### src/rtl/aes_ecb_seq_if.sv
// Stream and core-side signal bundle for the ECB sequencer.
//   slave  : the sequencer itself (consumes start/plaintext/core result, drives
//            in_ready, core_run/core_din, ciphertext stream and status)
//   master : the host / core / consumer side
interface aes_ecb_seq_if #(
   parameter int unsigned CNT_W = 16
);
   logic             start;
   logic             abort;
   logic [CNT_W-1:0] num_blocks;
   logic             in_valid;
   logic             in_ready;
   logic [127:0]     in_data;
   logic             core_run;
   logic [127:0]     core_din;
   logic             core_done;
   logic [127:0]     core_dout;
   logic             out_valid;
   logic             out_ready;
   logic [127:0]     out_data;
   logic             busy;
   logic             done;
   logic             error;
   logic [CNT_W-1:0] blk_cnt;

   modport slave (
      input  start, abort, num_blocks, in_valid, in_data, core_done, core_dout, out_ready,
      output in_ready, core_run, core_din, out_valid, out_data, busy, done, error, blk_cnt
   );

   modport master (
      output start, abort, num_blocks, in_valid, in_data, core_done, core_dout, out_ready,
      input  in_ready, core_run, core_din, out_valid, out_data, busy, done, error, blk_cnt
   );
endinterface

### src/rtl/aes_ecb_seq.sv
// Runs a multi-block ECB message through a single aes_enc core, one block at a
// time: fetch plaintext, pulse core_run, wait for core_done under a watchdog,
// then present the ciphertext on the output stream.
// Ports:
//   clk       rising-edge system clock
//   rst       asynchronous active-high reset
//   bus       aes_ecb_seq_if.slave: start/abort/num_blocks control, plaintext
//             stream (in_*), core handshake (core_*), ciphertext stream (out_*),
//             status busy/done/error/blk_cnt
module aes_ecb_seq #(
   parameter int unsigned CNT_W   = 16,
   parameter int unsigned TIMEOUT = 64
) (
   input logic          clk,
   input logic          rst,
   aes_ecb_seq_if.slave bus
);

   localparam int unsigned TMR_W = (TIMEOUT < 2) ? 1 : $clog2(TIMEOUT);

   typedef enum logic [2:0] {
      S_IDLE,
      S_FETCH,
      S_LAUNCH,
      S_WAIT,
      S_EMIT
   } state_t;

   state_t           state;
   logic [CNT_W-1:0] blk_lim;
   logic [CNT_W-1:0] blk_cnt_q;
   logic [TMR_W-1:0] timer;
   logic [127:0]     din_q;
   logic [127:0]     dout_q;
   logic             done_q;
   logic             error_q;
   logic [CNT_W-1:0] blk_nxt;

   assign blk_nxt = blk_cnt_q + CNT_W'(1);

   // Stream/core strobes are pure decodes of the state register.
   assign bus.in_ready  = (state == S_FETCH);
   assign bus.core_run  = (state == S_LAUNCH);
   assign bus.out_valid = (state == S_EMIT);
   assign bus.busy      = (state != S_IDLE);
   assign bus.core_din  = din_q;
   assign bus.out_data  = dout_q;
   assign bus.done      = done_q;
   assign bus.error     = error_q;
   assign bus.blk_cnt   = blk_cnt_q;

   // Sequencer FSM with its datapath registers.
   always_ff @(posedge clk or posedge rst) begin
      if (rst) begin
         state     <= S_IDLE;
         blk_lim   <= '0;
         blk_cnt_q <= '0;
         timer     <= '0;
         din_q     <= '0;
         dout_q    <= '0;
         done_q    <= 1'b0;
         error_q   <= 1'b0;
      end else begin
         done_q <= 1'b0;
         if (bus.abort) begin
            // Abort drops everything silently; error and blk_cnt keep their values.
            state <= S_IDLE;
         end else begin
            case (state)
               S_IDLE: begin
                  if (bus.start) begin
                     error_q <= 1'b0;
                     if (bus.num_blocks != '0) begin
                        blk_lim   <= bus.num_blocks;
                        blk_cnt_q <= '0;
                        state     <= S_FETCH;
                     end else begin
                        done_q <= 1'b1;
                     end
                  end
               end
               S_FETCH: begin
                  if (bus.in_valid) begin
                     din_q <= bus.in_data;
                     state <= S_LAUNCH;
                  end
               end
               S_LAUNCH: begin
                  timer <= '0;
                  state <= S_WAIT;
               end
               S_WAIT: begin
                  timer <= timer + TMR_W'(1);
                  // A completion on the last watchdog cycle still counts as success.
                  if (bus.core_done) begin
                     dout_q <= bus.core_dout;
                     state  <= S_EMIT;
                  end else if (timer == TMR_W'(TIMEOUT - 1)) begin
                     error_q <= 1'b1;
                     done_q  <= 1'b1;
                     state   <= S_IDLE;
                  end
               end
               S_EMIT: begin
                  if (bus.out_ready) begin
                     blk_cnt_q <= blk_nxt;
                     if (blk_nxt == blk_lim) begin
                        done_q <= 1'b1;
                        state  <= S_IDLE;
                     end else begin
                        state <= S_FETCH;
                     end
                  end
               end
               default: state <= S_IDLE;
            endcase
         end
      end
   end

endmodule
### src/flat_wrapper.sv
// flat-port wrapper written by rule: the top's interface ports become plain ports
module aes_ecb_seq_flat 
#(
   parameter int unsigned CNT_W   = 16,
   parameter int unsigned TIMEOUT = 64
)
  (clk, rst, bus_start, bus_abort, bus_num_blocks, bus_in_valid, bus_in_data, bus_core_done, bus_core_dout, bus_out_ready, bus_in_ready, bus_core_run, bus_core_din, bus_out_valid, bus_out_data, bus_busy, bus_done, bus_error, bus_blk_cnt);
  aes_ecb_seq_if #(.CNT_W(CNT_W)) bus_i ();
  input logic clk;
  input logic rst;
  input wire logic [$bits(bus_i.start)-1:0] bus_start;
  input wire logic [$bits(bus_i.abort)-1:0] bus_abort;
  input wire logic [$bits(bus_i.num_blocks)-1:0] bus_num_blocks;
  input wire logic [$bits(bus_i.in_valid)-1:0] bus_in_valid;
  input wire logic [$bits(bus_i.in_data)-1:0] bus_in_data;
  input wire logic [$bits(bus_i.core_done)-1:0] bus_core_done;
  input wire logic [$bits(bus_i.core_dout)-1:0] bus_core_dout;
  input wire logic [$bits(bus_i.out_ready)-1:0] bus_out_ready;
  output wire logic [$bits(bus_i.in_ready)-1:0] bus_in_ready;
  output wire logic [$bits(bus_i.core_run)-1:0] bus_core_run;
  output wire logic [$bits(bus_i.core_din)-1:0] bus_core_din;
  output wire logic [$bits(bus_i.out_valid)-1:0] bus_out_valid;
  output wire logic [$bits(bus_i.out_data)-1:0] bus_out_data;
  output wire logic [$bits(bus_i.busy)-1:0] bus_busy;
  output wire logic [$bits(bus_i.done)-1:0] bus_done;
  output wire logic [$bits(bus_i.error)-1:0] bus_error;
  output wire logic [$bits(bus_i.blk_cnt)-1:0] bus_blk_cnt;
  assign bus_i.start = bus_start;
  assign bus_i.abort = bus_abort;
  assign bus_i.num_blocks = bus_num_blocks;
  assign bus_i.in_valid = bus_in_valid;
  assign bus_i.in_data = bus_in_data;
  assign bus_i.core_done = bus_core_done;
  assign bus_i.core_dout = bus_core_dout;
  assign bus_i.out_ready = bus_out_ready;
  assign bus_in_ready = bus_i.in_ready;
  assign bus_core_run = bus_i.core_run;
  assign bus_core_din = bus_i.core_din;
  assign bus_out_valid = bus_i.out_valid;
  assign bus_out_data = bus_i.out_data;
  assign bus_busy = bus_i.busy;
  assign bus_done = bus_i.done;
  assign bus_error = bus_i.error;
  assign bus_blk_cnt = bus_i.blk_cnt;
  aes_ecb_seq #(.CNT_W(CNT_W), .TIMEOUT(TIMEOUT)) u_core (.clk(clk), .rst(rst), .bus(bus_i));
endmodule
### config.mk
export PLATFORM = sky130hd
export DESIGN_NAME = aes_ecb_seq_flat
export DESIGN_NICKNAME = d
export VERILOG_FILES = /design/src/rtl/aes_ecb_seq_if.sv /design/src/rtl/aes_ecb_seq.sv /design/src/flat_wrapper.sv
export SDC_FILE = /design/constraint.sdc
export NUM_CORES = 1
export LEC_CHECK = 0
export CORE_AREA = 2 2 218 220
export CTS_CLUSTER_SIZE = 20
export DETAILED_ROUTE_END_ITERATION = 16
export DIE_AREA = 0 0 220 222
export SKIP_LAST_GASP = 1
export SYNTH_ARGS = -nofsm -noshare
export SYNTH_HDL_FRONTEND = slang
export SYNTH_SLANG_ARGS = --single-unit
export TNS_END_PERCENT = 10
### constraint.sdc
create_clock -name clk -period 14.4 [get_ports clk]
set_input_delay 2.88 -clock clk [delete_from_list [all_inputs] [get_ports clk]]
set_output_delay 2.88 -clock clk [all_outputs]
set_load 0.01 [all_outputs]
==> impl_metrics.ini <==
[run_status]
status = finished clean

[critical_path]
timing.rr.start = u_core.state[2]
required_ns = 14.83
crit_buf_inv = 3
arrival_ns = 5.92
critPathMostFrequentCell = buf_4
crit_slowest_cell = buf_4
crit_path_end_kind = flip-flop
cp_cell_sequence = clkdlybuf4s50_1 -> nand3b_1 -> buf_4 -> buf_4 -> mux2_2
critical-path-top-delay-family = buffers and inverters
cp_max_fo = 73
timing_worst_setup_path_type = in -> reg
slowest_delay_ns = 0.77
startpoint = bus_abort
cp-start-kind = input port

[route]
vias = 8764
drt_iter0_markers = 315
drt_wl_total_mm = 38.5
avgRoutedWirePerCell_um = 19.1
drc = 0
first_pass_iters = 4
vias_per_cell = 4.36
ant_nets = 0

[timing]
period_share = 0.382
rsz0062_at_grt = false
finalCriticalPeriod_ns = 5.49
fmax_mhz = 182
finalSetupViolCount = 0
tightest_slew_ns = 1.11
slew_viol_final = 0
fin_skew_ns = 0.0144
slew_headroom = 0.257
hold_violations = 0
fin_setup_tns_ns = 0

[synth]
synth_cells = 821
ys_ff_latch = 299
yosysUniqueCellTypes = 48
synth_edf_count = 0
synth_nets = 1102
synth_top_cell_by_area = dfrtp_1
seq_area_frac_synth = 0.620
ys_warn_count = 0
ys.flop_type = dfrtp_1
syn_area_mm2 = 0.0121
synth.top_cell.area_share = 0.620
synth_area_leaders = dfrtp_1 (62%), mux2_2 (25%), xnor2_1 (1.2%)
avgSynthCellArea_um2 = 14.7
async_reset_ff_frac = 1.00

[pwr]
switching_share = 0.274
p_sw_w = 0.000801
p_int_w = 0.00212
clockPowerShare = 0.308
ir_drop_mv = 0.0912
p_comb_frac = 0.295
seqPwrFrac = 0.398
power_density_mw_per_mm2 = 150
p_leak_nw = 8.35

[finish]
drive_gt1_frac = 0.248
seq_area_mm2 = 0.00748
multi_input_area_mm2 = 0.00437
final_nets = 1658
design_area_mm2 = 0.0194
stdcell_count = 2009
nFillCells = 4355
synthToLayoutAreaGrowth_pct = 61.0

[clocking]
clock_latency_ns = 0.55
cts_tree = built
post_cts_buffers = 0
htreeDepth = 2
clk_pin_slew_ns = 0.05
cts_resized = 0
clock-root-buffer = clkbuf_16
clock-sinks = 299
cts_hold_buffers = 0
ctsLongestPathBuffers = 3
numCtsBuffers = 38

[global_route]
grt_overflow = 0
grt_pass1_wl_mm = 57.4
antenna_found_initial = 2
grt_pass1_vias = 9352
grt_max_degree = 87
grt_usage = 0.154

[floorplanning]
core_area_mm2 = 0.0463
dieWidth_um = 220
start_util = 0.261
num_rows = 79
die_y_um = 222
ioPinCount = 557
dieArea_mm2 = 0.0488

[place]
place_congestion = 0.803
io_buffers = 556
dpl.hpwl_mm = 28.2
place_area_mm2 = 0.0183
place.detailed.instances = 1944

[flow_run]
cap_violations = 0

[min_path]
min-delay-start = u_core.bus.core_din[114]
hold_class = reg -> reg
-- per-layer routing --
metal,up-vias,global-route usage,share of wire
met5,-,0,0
met4,0,0.0608,0.029
met3,61,0.0538,0.086
met2,333,0.261,0.50
met1,4323,0.178,0.38
li1,4047,-,-
-- cells by family after synthesis --
group / count (synthesis) / synth area share
muxes: 273 / 0.255
adders and majority gates: 2 / 0.00207
AOI/OAI and AO/OA: 70 / 0.0408
and+or+nand+nor: 99 / 0.0475
xor gates and xnor gates: 23 / 0.0167
DFF: 299 / 0.620
buffers and inverters: 55 / 0.0188
-- cell usage in the layout (no fill, tap or decap), drive strengths merged, types with 2 or more instances in the layout --
cell,Yosys,routed
mux2,272,272
xor2,6,6
nor2,17,17
nand3b,5,5
xnor2,17,17
nor3,14,14
a31oi,2,2
nand3,11,11
clkinv,0,8
nand2b,4,4
inv,9,13
o21ai,18,18
a211oi,3,3
a21o,7,7
o31ai,2,2
a22o,15,15
ha,2,2
or4,2,2
buf,10,6
nand4,7,7
clkdlybuf4s50,0,556
clkbuf,36,51
or2,2,2
or3,6,6
nor4,8,8
dfrtp,299,299
a21oi,13,13
and4,2,2
nand2,21,21
a221oi,2,2
-- worst paths after layout --
check | endpoint | slack, ns | cells after the start
max | u_core.bus.core_din[14] | 8.91 | 5
min | u_core.bus.core_din[114] | 0.50 | 1
max reg2reg | u_core.bus.out_data[115] | 10.79 | 6
min reg2reg | u_core.bus.core_din[114] | 0.50 | 1
max in group asynchronous | u_core.bus.core_din[8] | 10.03 | 3
min in group asynchronous | u_core.bus.core_din[5] | 2.85 | 2
-- power by group through the flow --
stage / Clock, W / Combinational [W] / Sequential, W
after floorplan: 0 / 0.000229 / 0.00125
after global placement: 0 / 0.000869 / 0.00117
after detailed placement: 0 / 0.000874 / 0.00117
after CTS: 0.000938 / 0.000878 / 0.00116
after global routing: 0.000974 / 0.000914 / 0.00119
final: 0.000900 / 0.000861 / 0.00116
-- metrics by stage --
stage	hold WS (ns)	util	total power, W	setup slack [ns]
final	0.498	0.420	0.00292	8.91
after global routing	0.509	0.420	0.00308	8.73
after CTS	0.504	0.420	0.00298	8.93
after detailed placement	0.491	0.395	0.00205	8.35
after global placement	0.486	0.395	0.00204	8.38
after floorplan	0.468	-	0.00148	3.26
-- sequential cells by signal, indices dropped and copies added (netlist names) --
| signal | count |
|---|---|
| u_core.bus.error | 1 |
| u_core.state | 3 |
| u_core.bus.out_data | 128 |
| u_core.timer | 6 |
| u_core.bus.core_din | 128 |
| u_core.bus.blk_cnt | 16 |
| u_core.blk_lim | 16 |
| u_core.bus.done | 1 |
-- area by class of cell --
cell class,count,area share
clock buffers,51,0.0540
multi-input cells,467,0.225
flip-flops and latches,299,0.385
inverters,9,0.00212
well taps,607,0.0391
repair buffers,562,0.289
diodes,1,0.000129
clock inverters,13,0.00599
-- cell usage after synthesis (2+ instances only) --
master and n:
nand3b_1 5, a31oi_1 2, or2_2 2, nor2_1 17, nor4_4 2, a21oi_1 13, dfrtp_1 299, or3_1 6
nor4_1 5, nor3_1 14, o31ai_1 2, xnor2_1 17, and4_1 2, a221oi_1 2, or4_1 2, nand2b_1 4
mux2_2 272, a21o_1 7, ha_1 2, nand2_1 20, a211oi_1 2, nand4_2 2, xor2_1 6, a22o_1 15
o21ai_0 18, clkbuf_1 35, nand3_1 11, nand4_1 4, buf_2 6, inv_1 8, buf_1 2
-- worst reg2reg max path: stages, from the launching register on --
cell and delay [ns]:
dfrtp_1 0.83, nand2b_1 0.30, or2_2 0.18, nor2_1 0.09, nand2_4 0.82, buf_4 0.83, mux2_2 0.46
(Power assumes the default switching activity.)
